==> src/rtl/hft_rx_pkg.sv <==
// Shared receive-side definitions: frame geometry, default sync marker, field widths and deframer states.
// Field widths must stay in step with the transmit mux so both ends agree on the wire format.
package hft_rx_pkg;

    localparam int         FRAME_LEN         = 8;
    localparam logic [7:0] DEFAULT_SYNC_BYTE = 8'hA5;

    localparam int ADDR_W = 8;
    localparam int BS_W   = 8;
    localparam int TS_W   = 32;

    typedef enum logic [2:0] {
        HUNT,
        ADDR,
        BS,
        TS,
        CHK
    } rx_state_t;

endpackage

==> src/rtl/rx_gap_timer.sv <==
// Inter-byte gap watchdog: counts idle cycles while enabled, expire is combinational in the last allowed cycle.
// A clear in the expiry cycle suppresses expire, so a late byte still beats the timeout.
module rx_gap_timer #(
    parameter int TIMEOUT_CYCLES = 100000
) (
    input  logic clk,
    input  logic rst,
    input  logic clear,
    input  logic enable,
    output logic expire
);

    localparam int             CW   = (TIMEOUT_CYCLES > 1) ? $clog2(TIMEOUT_CYCLES) : 1;
    localparam logic [CW-1:0]  LAST = CW'(TIMEOUT_CYCLES - 1);

    logic [CW-1:0] cnt;

    assign expire = enable && !clear && (cnt == LAST);

    always_ff @(posedge clk or posedge rst) begin
        if (rst) begin
            cnt <= '0;
        end else if (clear || !enable || expire) begin
            cnt <= '0;
        end else begin
            cnt <= cnt + CW'(1);
        end
    end

endmodule

==> src/rtl/rx_frame_decoder.sv <==
// Deframes SYNC/ADDR/BUYSELL/TS[4]/CHK byte frames from the UART rx into registered fields with an XOR check.
// rx_dv/frame_err pulse one cycle after the CHK byte is sampled; no backpressure, a byte is accepted every cycle.
module rx_frame_decoder
    import hft_rx_pkg::*;
#(
    parameter logic [7:0] SYNC_BYTE      = DEFAULT_SYNC_BYTE,
    parameter int         TIMEOUT_CYCLES = 100000,
    parameter int         ERR_CNT_W      = 16
) (
    input  logic                 clk,
    input  logic                 reset_n,
    input  logic [7:0]           rx_byte,
    input  logic                 rx_byte_dv,
    output logic [ADDR_W-1:0]    rx_addr,
    output logic [BS_W-1:0]      rx_buysell,
    output logic [TS_W-1:0]      rx_timestamp,
    output logic                 rx_dv,
    output logic                 frame_err,
    output logic [ERR_CNT_W-1:0] err_count,
    output logic                 busy
);

    rx_state_t       state;
    rx_state_t       state_nxt;
    logic [1:0]      ts_idx;
    logic [7:0]      xor_acc;
    logic [ADDR_W-1:0] addr_sh;
    logic [BS_W-1:0]   bs_sh;
    logic [TS_W-1:0]   ts_sh;
    logic            good_q;
    logic            bad_q;
    logic            expire;
    logic            timer_en;

    logic            clr_xor;
    logic            take_addr;
    logic            take_bs;
    logic            take_ts;
    logic            chk_seen;
    logic            chk_match;

    assign timer_en  = (state != HUNT);
    assign busy      = (state != HUNT);
    assign chk_match = (rx_byte == xor_acc);

    rx_gap_timer #(
        .TIMEOUT_CYCLES(TIMEOUT_CYCLES)
    ) u_gap_timer (
        .clk   (clk),
        .rst   (reset_n),
        .clear (rx_byte_dv),
        .enable(timer_en),
        .expire(expire)
    );

    always_ff @(posedge clk or posedge reset_n) begin
        if (reset_n) begin
            state <= HUNT;
        end else begin
            state <= state_nxt;
        end
    end

    always_comb begin
        state_nxt = state;
        if (expire) begin
            state_nxt = HUNT;
        end else if (rx_byte_dv) begin
            case (state)
                HUNT:    if (rx_byte == SYNC_BYTE) state_nxt = ADDR;
                ADDR:    state_nxt = BS;
                BS:      state_nxt = TS;
                TS:      if (ts_idx == 2'd3) state_nxt = CHK;
                CHK:     state_nxt = HUNT;
                default: state_nxt = HUNT;
            endcase
        end
    end

    always_comb begin
        clr_xor   = 1'b0;
        take_addr = 1'b0;
        take_bs   = 1'b0;
        take_ts   = 1'b0;
        chk_seen  = 1'b0;
        if (rx_byte_dv) begin
            case (state)
                HUNT:    clr_xor   = (rx_byte == SYNC_BYTE);
                ADDR:    take_addr = 1'b1;
                BS:      take_bs   = 1'b1;
                TS:      take_ts   = 1'b1;
                CHK:     chk_seen  = 1'b1;
                default: clr_xor   = 1'b0;
            endcase
        end
    end

    // Shadow fields; ts_idx restarts on every SYNC so a timed-out TS phase cannot leak into the next frame.
    always_ff @(posedge clk or posedge reset_n) begin
        if (reset_n) begin
            ts_idx  <= 2'd0;
            xor_acc <= 8'h00;
            addr_sh <= '0;
            bs_sh   <= '0;
            ts_sh   <= '0;
            good_q  <= 1'b0;
            bad_q   <= 1'b0;
        end else begin
            good_q <= chk_seen && chk_match;
            bad_q  <= chk_seen && !chk_match;
            if (clr_xor) begin
                xor_acc <= 8'h00;
                ts_idx  <= 2'd0;
            end
            if (take_addr || take_bs || take_ts) begin
                xor_acc <= xor_acc ^ rx_byte;
            end
            if (take_addr) addr_sh <= rx_byte;
            if (take_bs)   bs_sh   <= rx_byte;
            if (take_ts) begin
                ts_sh  <= {ts_sh[TS_W-9:0], rx_byte};
                ts_idx <= ts_idx + 2'd1;
            end
        end
    end

    always_ff @(posedge clk or posedge reset_n) begin
        if (reset_n) begin
            rx_addr      <= '0;
            rx_buysell   <= '0;
            rx_timestamp <= '0;
            rx_dv        <= 1'b0;
            frame_err    <= 1'b0;
            err_count    <= '0;
        end else begin
            rx_dv     <= good_q;
            frame_err <= bad_q || expire;
            if (good_q) begin
                rx_addr      <= addr_sh;
                rx_buysell   <= bs_sh;
                rx_timestamp <= ts_sh;
            end
            if ((bad_q || expire) && (err_count != '1)) begin
                err_count <= err_count + ERR_CNT_W'(1);
            end
        end
    end

endmodule

==> config.mk <==
export PLATFORM = sky130hd
export DESIGN_NAME = rx_frame_decoder
export DESIGN_NICKNAME = d
export VERILOG_FILES = /design/src/rtl/hft_rx_pkg.sv /design/src/rtl/rx_gap_timer.sv /design/src/rtl/rx_frame_decoder.sv
export SDC_FILE = /design/constraint.sdc
export NUM_CORES = 1
export LEC_CHECK = 0
export ABC_AREA = 1
export BUFFER_PORTS_ARGS = -buffer_cell sky130_fd_sc_hd__buf_2
export CORE_UTILIZATION = 62
export DETAILED_ROUTE_END_ITERATION = 7
export GPL_ROUTABILITY_DRIVEN = 0
export PLACE_DENSITY_LB_ADDON = 0.12
export RECOVER_POWER = 25
export SETUP_SLACK_MARGIN = 0.4
export SLEW_MARGIN = 20
export SYNTH_ARGS = -nofsm -noshare
export SYNTH_HDL_FRONTEND = slang
export SYNTH_SLANG_ARGS = --single-unit
==> constraint.sdc <==
create_clock -name clk -period 11 [get_ports clk]
set_input_delay 1.65 -clock clk [delete_from_list [all_inputs] [get_ports clk]]
set_output_delay 1.65 -clock clk [all_outputs]
set_load 0.01 [all_outputs]
# ---- Yosys cells after proc, flatten, opt, wreduce, memory -nomap -nowiden
# Cells that the tools add are included.
dict set report totals {
  regBits 146
  latch_bits 0
  ram_bits 0
  mem_bits_ro 0
  in_bits 11
  elab_cells 69
  n_memories 0
}
dict set report classes {
  n_addsub 3
  n_mul 0
  n_div 0
  order_cmp 0
  n_eq_ne 11
  shift 0
  muxes 20
  bitwise_logic 1
  reduce_logical 19
}
# operator count
set op_table {}
lappend op_table {{$add A17 B1 Y17 const B} 1}
lappend op_table {{$eq A17 B17 Y1 const B} 1}
lappend op_table {{$mux W17} 1}
lappend op_table {{$add A16 B1 Y16 const B} 1}
lappend op_table {{$mux W8} 2}
lappend op_table {{$ne A16 B16 Y1 const B} 1}
lappend op_table {{$mux W3} 4}
lappend op_table {{$pmux W3 S4} 1}
lappend op_table {{$mux W1} 10}
lappend op_table {{$eq A8 B8 Y1} 1}
lappend op_table {{$eq A8 B8 Y1 const B} 1}
lappend op_table {{$xor A8 B8 Y8} 1}
lappend op_table {{$eq A3 B2 Y1 const B} 2}
lappend op_table {{$ne A3 B3 Y1 const B} 2}
lappend op_table {{$reduce_bool A2 Y1} 3}
lappend op_table {{$logic_and A1 B1 Y1} 5}
lappend op_table {{$logic_or A1 B1 Y1} 5}
lappend op_table {{$mux W2} 2}
lappend op_table {{$eq A3 B1 Y1 const B} 1}
lappend op_table {{$eq A3 B3 Y1 const B} 1}
lappend op_table {{$logic_not A1 Y1} 3}
lappend op_table {{$logic_not A3 Y1} 1}
lappend op_table {{$reduce_and A3 Y1} 1}
lappend op_table {{$reduce_bool A3 Y1} 1}
lappend op_table {{other kinds (2)} 2}

# ---- Depth between registers and ports, before layout
dict set report logic_depth {
  word_depth 6
  ltp_mapped 11
  depth_no_buf 10
}

# ---- Cells and area by module
# Synthesis repeated with hierarchy kept, for this count alone.
dict set report hier_totals {
  cells_unflattened 705
  area_unflattened_um2 6421.2
}
# mod n_inst cells_per_inst area_per_inst_um2 seq_area_each_um2
set modules_own_cells {}
lappend modules_own_cells {rx_frame_decoder 1 572 5454.0 3228.1}
lappend modules_own_cells {rx_gap_timer 1 133 967.2 425.4}

# ---- Worst setup path after synthesis
# OpenSTA, ideal clock, no wires.
dict set report synth_timing {
  path_type {in2reg}
  startpoint {in rx_byte_dv}
  endpoint {reg xor_acc[2]}
  setup_ns 0.083
  arrival_ns 2.463
  path_slack_ns 8.454
  cell_stages 8
  cell_sequence {inv_2 > nor2_1 > nand2_2 > nand2_2 > nor2_2 > buf_4 > nand3_1 > o21ai_0}
}
dict set report synth_between {
  elab_chain_len 4
  word_cells_on_any_way 8
  cone_classes {5 x mux; 3 x reduce/logical}
}
# element line_no
set synth_lines {}
lappend synth_lines {{start, declared} rx_frame_decoder.sv:13} ;# input logic rx_byte_dv,
lappend synth_lines {{$mux W1} rx_frame_decoder.sv:86} ;# if (rx_byte_dv) begin
lappend synth_lines {{$logic_or A1 B1 Y1 (2 in a row)} rx_frame_decoder.sv:115} ;# if (take_addr || take_bs || take_ts) begin
lappend synth_lines {{$mux W8 / $reduce_bool A2 Y1 (equally long branches)} n/a}
lappend synth_lines {{end signal, assigned} rx_frame_decoder.sv:116} ;# xor_acc <= xor_acc ^ rx_byte;
lappend synth_lines {{end, declared} rx_frame_decoder.sv:26} ;# logic [7:0] xor_acc;
# Parallel ways exist; a longest one is shown, timed or not.
# A chain may end at the register's enable or synchronous reset.

==> flow_summary.json <==
{
  "outcome": "finished with violations",
  "violations": "max-capacitance violations, max-slew violations",
  "drv_cap": 2,
  "clock_latency_ps": 530,
  "drive_above_1_share_pct": 20.5,
  "critPathMaxFanout": 80,
  "synthToLayoutAreaGrowth_pct": 16.3,
  "ctsHoldBuffers": 0,
  "worst_ir_drop_vdd_mv": 0.128,
  "syn-num-nets": 677,
  "period_needed_ps": 4070,
  "path_class": "in2async",
  "multi_input_area_sq_um": 2280,
  "wl_um": 12700,
  "rows": 36,
  "num_io_pins": 78,
  "clkTransAtPathRegs_ps": 60,
  "period_share_pct": 37.0,
  "yosysSeqAreaShare_pct": 58.1,
  "r2r-start": "good_q$_DFF_PP0_",
  "fillCellCount": 725,
  "rsz0062_at_grt": "false",
  "ys_types": 32,
  "htreeDepth": 4,
  "ys_ff_latch": 146,
  "crit_arrival_ps": 4630,
  "synth_warnings": 0,
  "cts_resized": 0,
  "critPathCaptureType": "async pin",
  "reg2reg_depth": 2,
  "grt_usage_pct": 26.5,
  "p_total_mw": 1.56,
  "clockBufferDepth": 2,
  "dr_total_vias": 4698,
  "first_pass_iters": 5,
  "drc": 0,
  "die_area_sq_um": 10600,
  "grt_pass1_vias": 4502,
  "grt_antenna_before_repair": 0,
  "worst_pin_slew_ps": 3430,
  "crit_start": "reset_n",
  "wl_per_cell_um": 14.3,
  "overflow": 0,
  "skew_ps": 8.66,
  "vias_per_cell": 5.30,
  "hold_class": "reg2reg",
  "die_y_um": 103,
  "slew_headroom_pct": -130,
  "placement.io_buffers": 77,
  "cts_buffers": 17,
  "drt_iter0_drc": 182,
  "n_antenna_cell": 0,
  "hold_viol_final": 0,
  "avgSynthCellArea_sq_um": 9.49,
  "start_util_pct": 64.1,
  "synth_area_leaders": "dfrtp_1 58%, nand2_1 8.3%, mux2_2 4.3%",
  "fmax_ghz": 0.245,
  "power.leakage_nw": 3.77,
  "postSynthCellCount": 663,
  "clock_sinks": 146,
  "drv_slew": 132,
  "cp.required_ps": 11550,
  "cts_tree": "yes",
  "grt_start_max_net_pins": 81,
  "final-setup-viol-count": 0,
  "synth.cell_area_sq_um": 6290,
  "post-cts-setup-buffers": 0,
  "synth_top_area_share_pct": 58.1,
  "register_area_sq_um": 3650,
  "grt_pass1_wl_um": 21000,
  "die_w_um": 103,
  "synth_largest_area_cell": "dfrtp_1",
  "timing.rr.end": "rx_timestamp[26]$_DFFE_PP0P_",
  "final.setup.tns_ps": 0,
  "dp_hpwl_um": 8400,
  "root_buffer": "clkbuf_8",
  "reg2reg_slack_ps": 7980,
  "postRouteAntennaNets": 0,
  "nets": 754,
  "start_kind": "input pin",
  "crit_end": "u_gap_timer.cnt[3]$_DFF_PP0_",
  "p_per_area_nw_per_um2": 214,
  "core_sq_um": 9820
}
==> layer usage <==
metal,track usage [%],wire [um],up-vias
met5,0,0,-
met4,10.0,174,0
met3,6.37,558,20
met2,43.7,6480,130
met1,34.3,5500,2255
li1,-,-,2293
==> synthesized netlist by cell type (all sizes together) <==
cell type  number
xnor2          13
inv            64
nor2           75
nor3           11
or2             1
and2            1
nand2         144
a21oi          27
buf            15
nand3          45
o21ai          60
ha              3
xor2           18
mux2           24
nand4           9
a21boi          1
clkbuf          6
dfrtp         146
==> power breakdown <==
group / internal [mW] / switching [mW] / leakage (nW)
combinational: 0.0995 / 0.191 / 1.54
clock: 0.325 / 0.215 / 0.284
sequential: 0.656 / 0.0755 / 1.94
total: 1.08 / 0.482 / 3.77
==> critical path, cell delays in order <==
cell	delay (ps)
buf_2	100
clkinvlp_2	1930
buf_4	900
==> cells in the final DEF (no fill, tap or decap), drive strengths merged <==
master / Yosys / routed
dfrtp: 146 / 146
nand2: 144 / 144
buf: 15 / 78
nor2: 75 / 75
inv: 64 / 65
o21ai: 60 / 60
nand3: 45 / 45
a21oi: 27 / 27
mux2: 24 / 24
clkbuf: 6 / 22
xor2: 18 / 18
xnor2: 13 / 13
nor3: 11 / 11
nand4: 9 / 9
clkinv: 0 / 7
ha: 3 / 3
clkinvlp: 0 / 2
or2: 1 / 1
a21boi: 1 / 1
and2: 1 / 1
bufinv: 0 / 1
==> registers in the layout, summed over array words and instances, names as in the netlist <==
| name | count |
|---|---|
| frame_err | 1 |
| addr_sh | 8 |
| good_q | 1 |
| err_count | 16 |
| state | 3 |
| u_gap_timer.cnt | 17 |
| rx_addr | 8 |
| rx_buysell | 8 |
| bs_sh | 8 |
| ts_sh | 32 |
| bad_q | 1 |
| ts_idx | 2 |
| xor_acc | 8 |
| rx_timestamp | 32 |
| rx_dv | 1 |
==> per-stage QoR <==
stage / area (sq um) / setup WS (ps) / util [%] / hold slack (ps) / cells
floorplan: 6290 / 5430 / - / 349 / 663
global placement: 6750 / 7810 / 68.7 / 449 / 854
detailed placement: 6750 / 7730 / 68.7 / 467 / 854
CTS: 7320 / 7760 / 74.6 / 478 / 886
global route: 7310 / 6220 / 74.5 / 484 / 886
finish: 7310 / 6930 / 74.5 / 471 / 886
==> logic make-up after synthesis <==
logic type,synth area share (%)
AO/OA/AOI/OAI,7.04
XOR/XNOR,4.32
adder cells (fa/ha/maj),0.597
buffers and inverters,5.61
flip-flops,58.1
multiplexers,4.30
AND/OR/NAND/NOR,20.1
==> cell type report <==
class	count	share of cell area [%]
Clock buffer	21	6.42
Clock inverter	11	1.39
Inverter	64	3.30
Multi-Input combinational cell	432	31.2
Sequential cell	146	50.0
Tap cell	133	2.28
Timing Repair Buffer	79	5.42
==> worst min-delay path by stage <==
stage	startpoint	cells after the start	slack [ps]	endpoint
after floorplan	good_q$_DFF_PP0_	0	350	rx_dv$_DFF_PP0_
after global placement	u_gap_timer.cnt[0]$_DFF_PP0_	1	450	u_gap_timer.cnt[0]$_DFF_PP0_
after detailed placement	u_gap_timer.cnt[0]$_DFF_PP0_	1	470	u_gap_timer.cnt[0]$_DFF_PP0_
after CTS	u_gap_timer.cnt[0]$_DFF_PP0_	1	480	u_gap_timer.cnt[0]$_DFF_PP0_
after global routing	u_gap_timer.cnt[0]$_DFF_PP0_	1	480	u_gap_timer.cnt[0]$_DFF_PP0_
final	u_gap_timer.cnt[0]$_DFF_PP0_	1	470	u_gap_timer.cnt[0]$_DFF_PP0_
(Power assumes the default switching activity.)
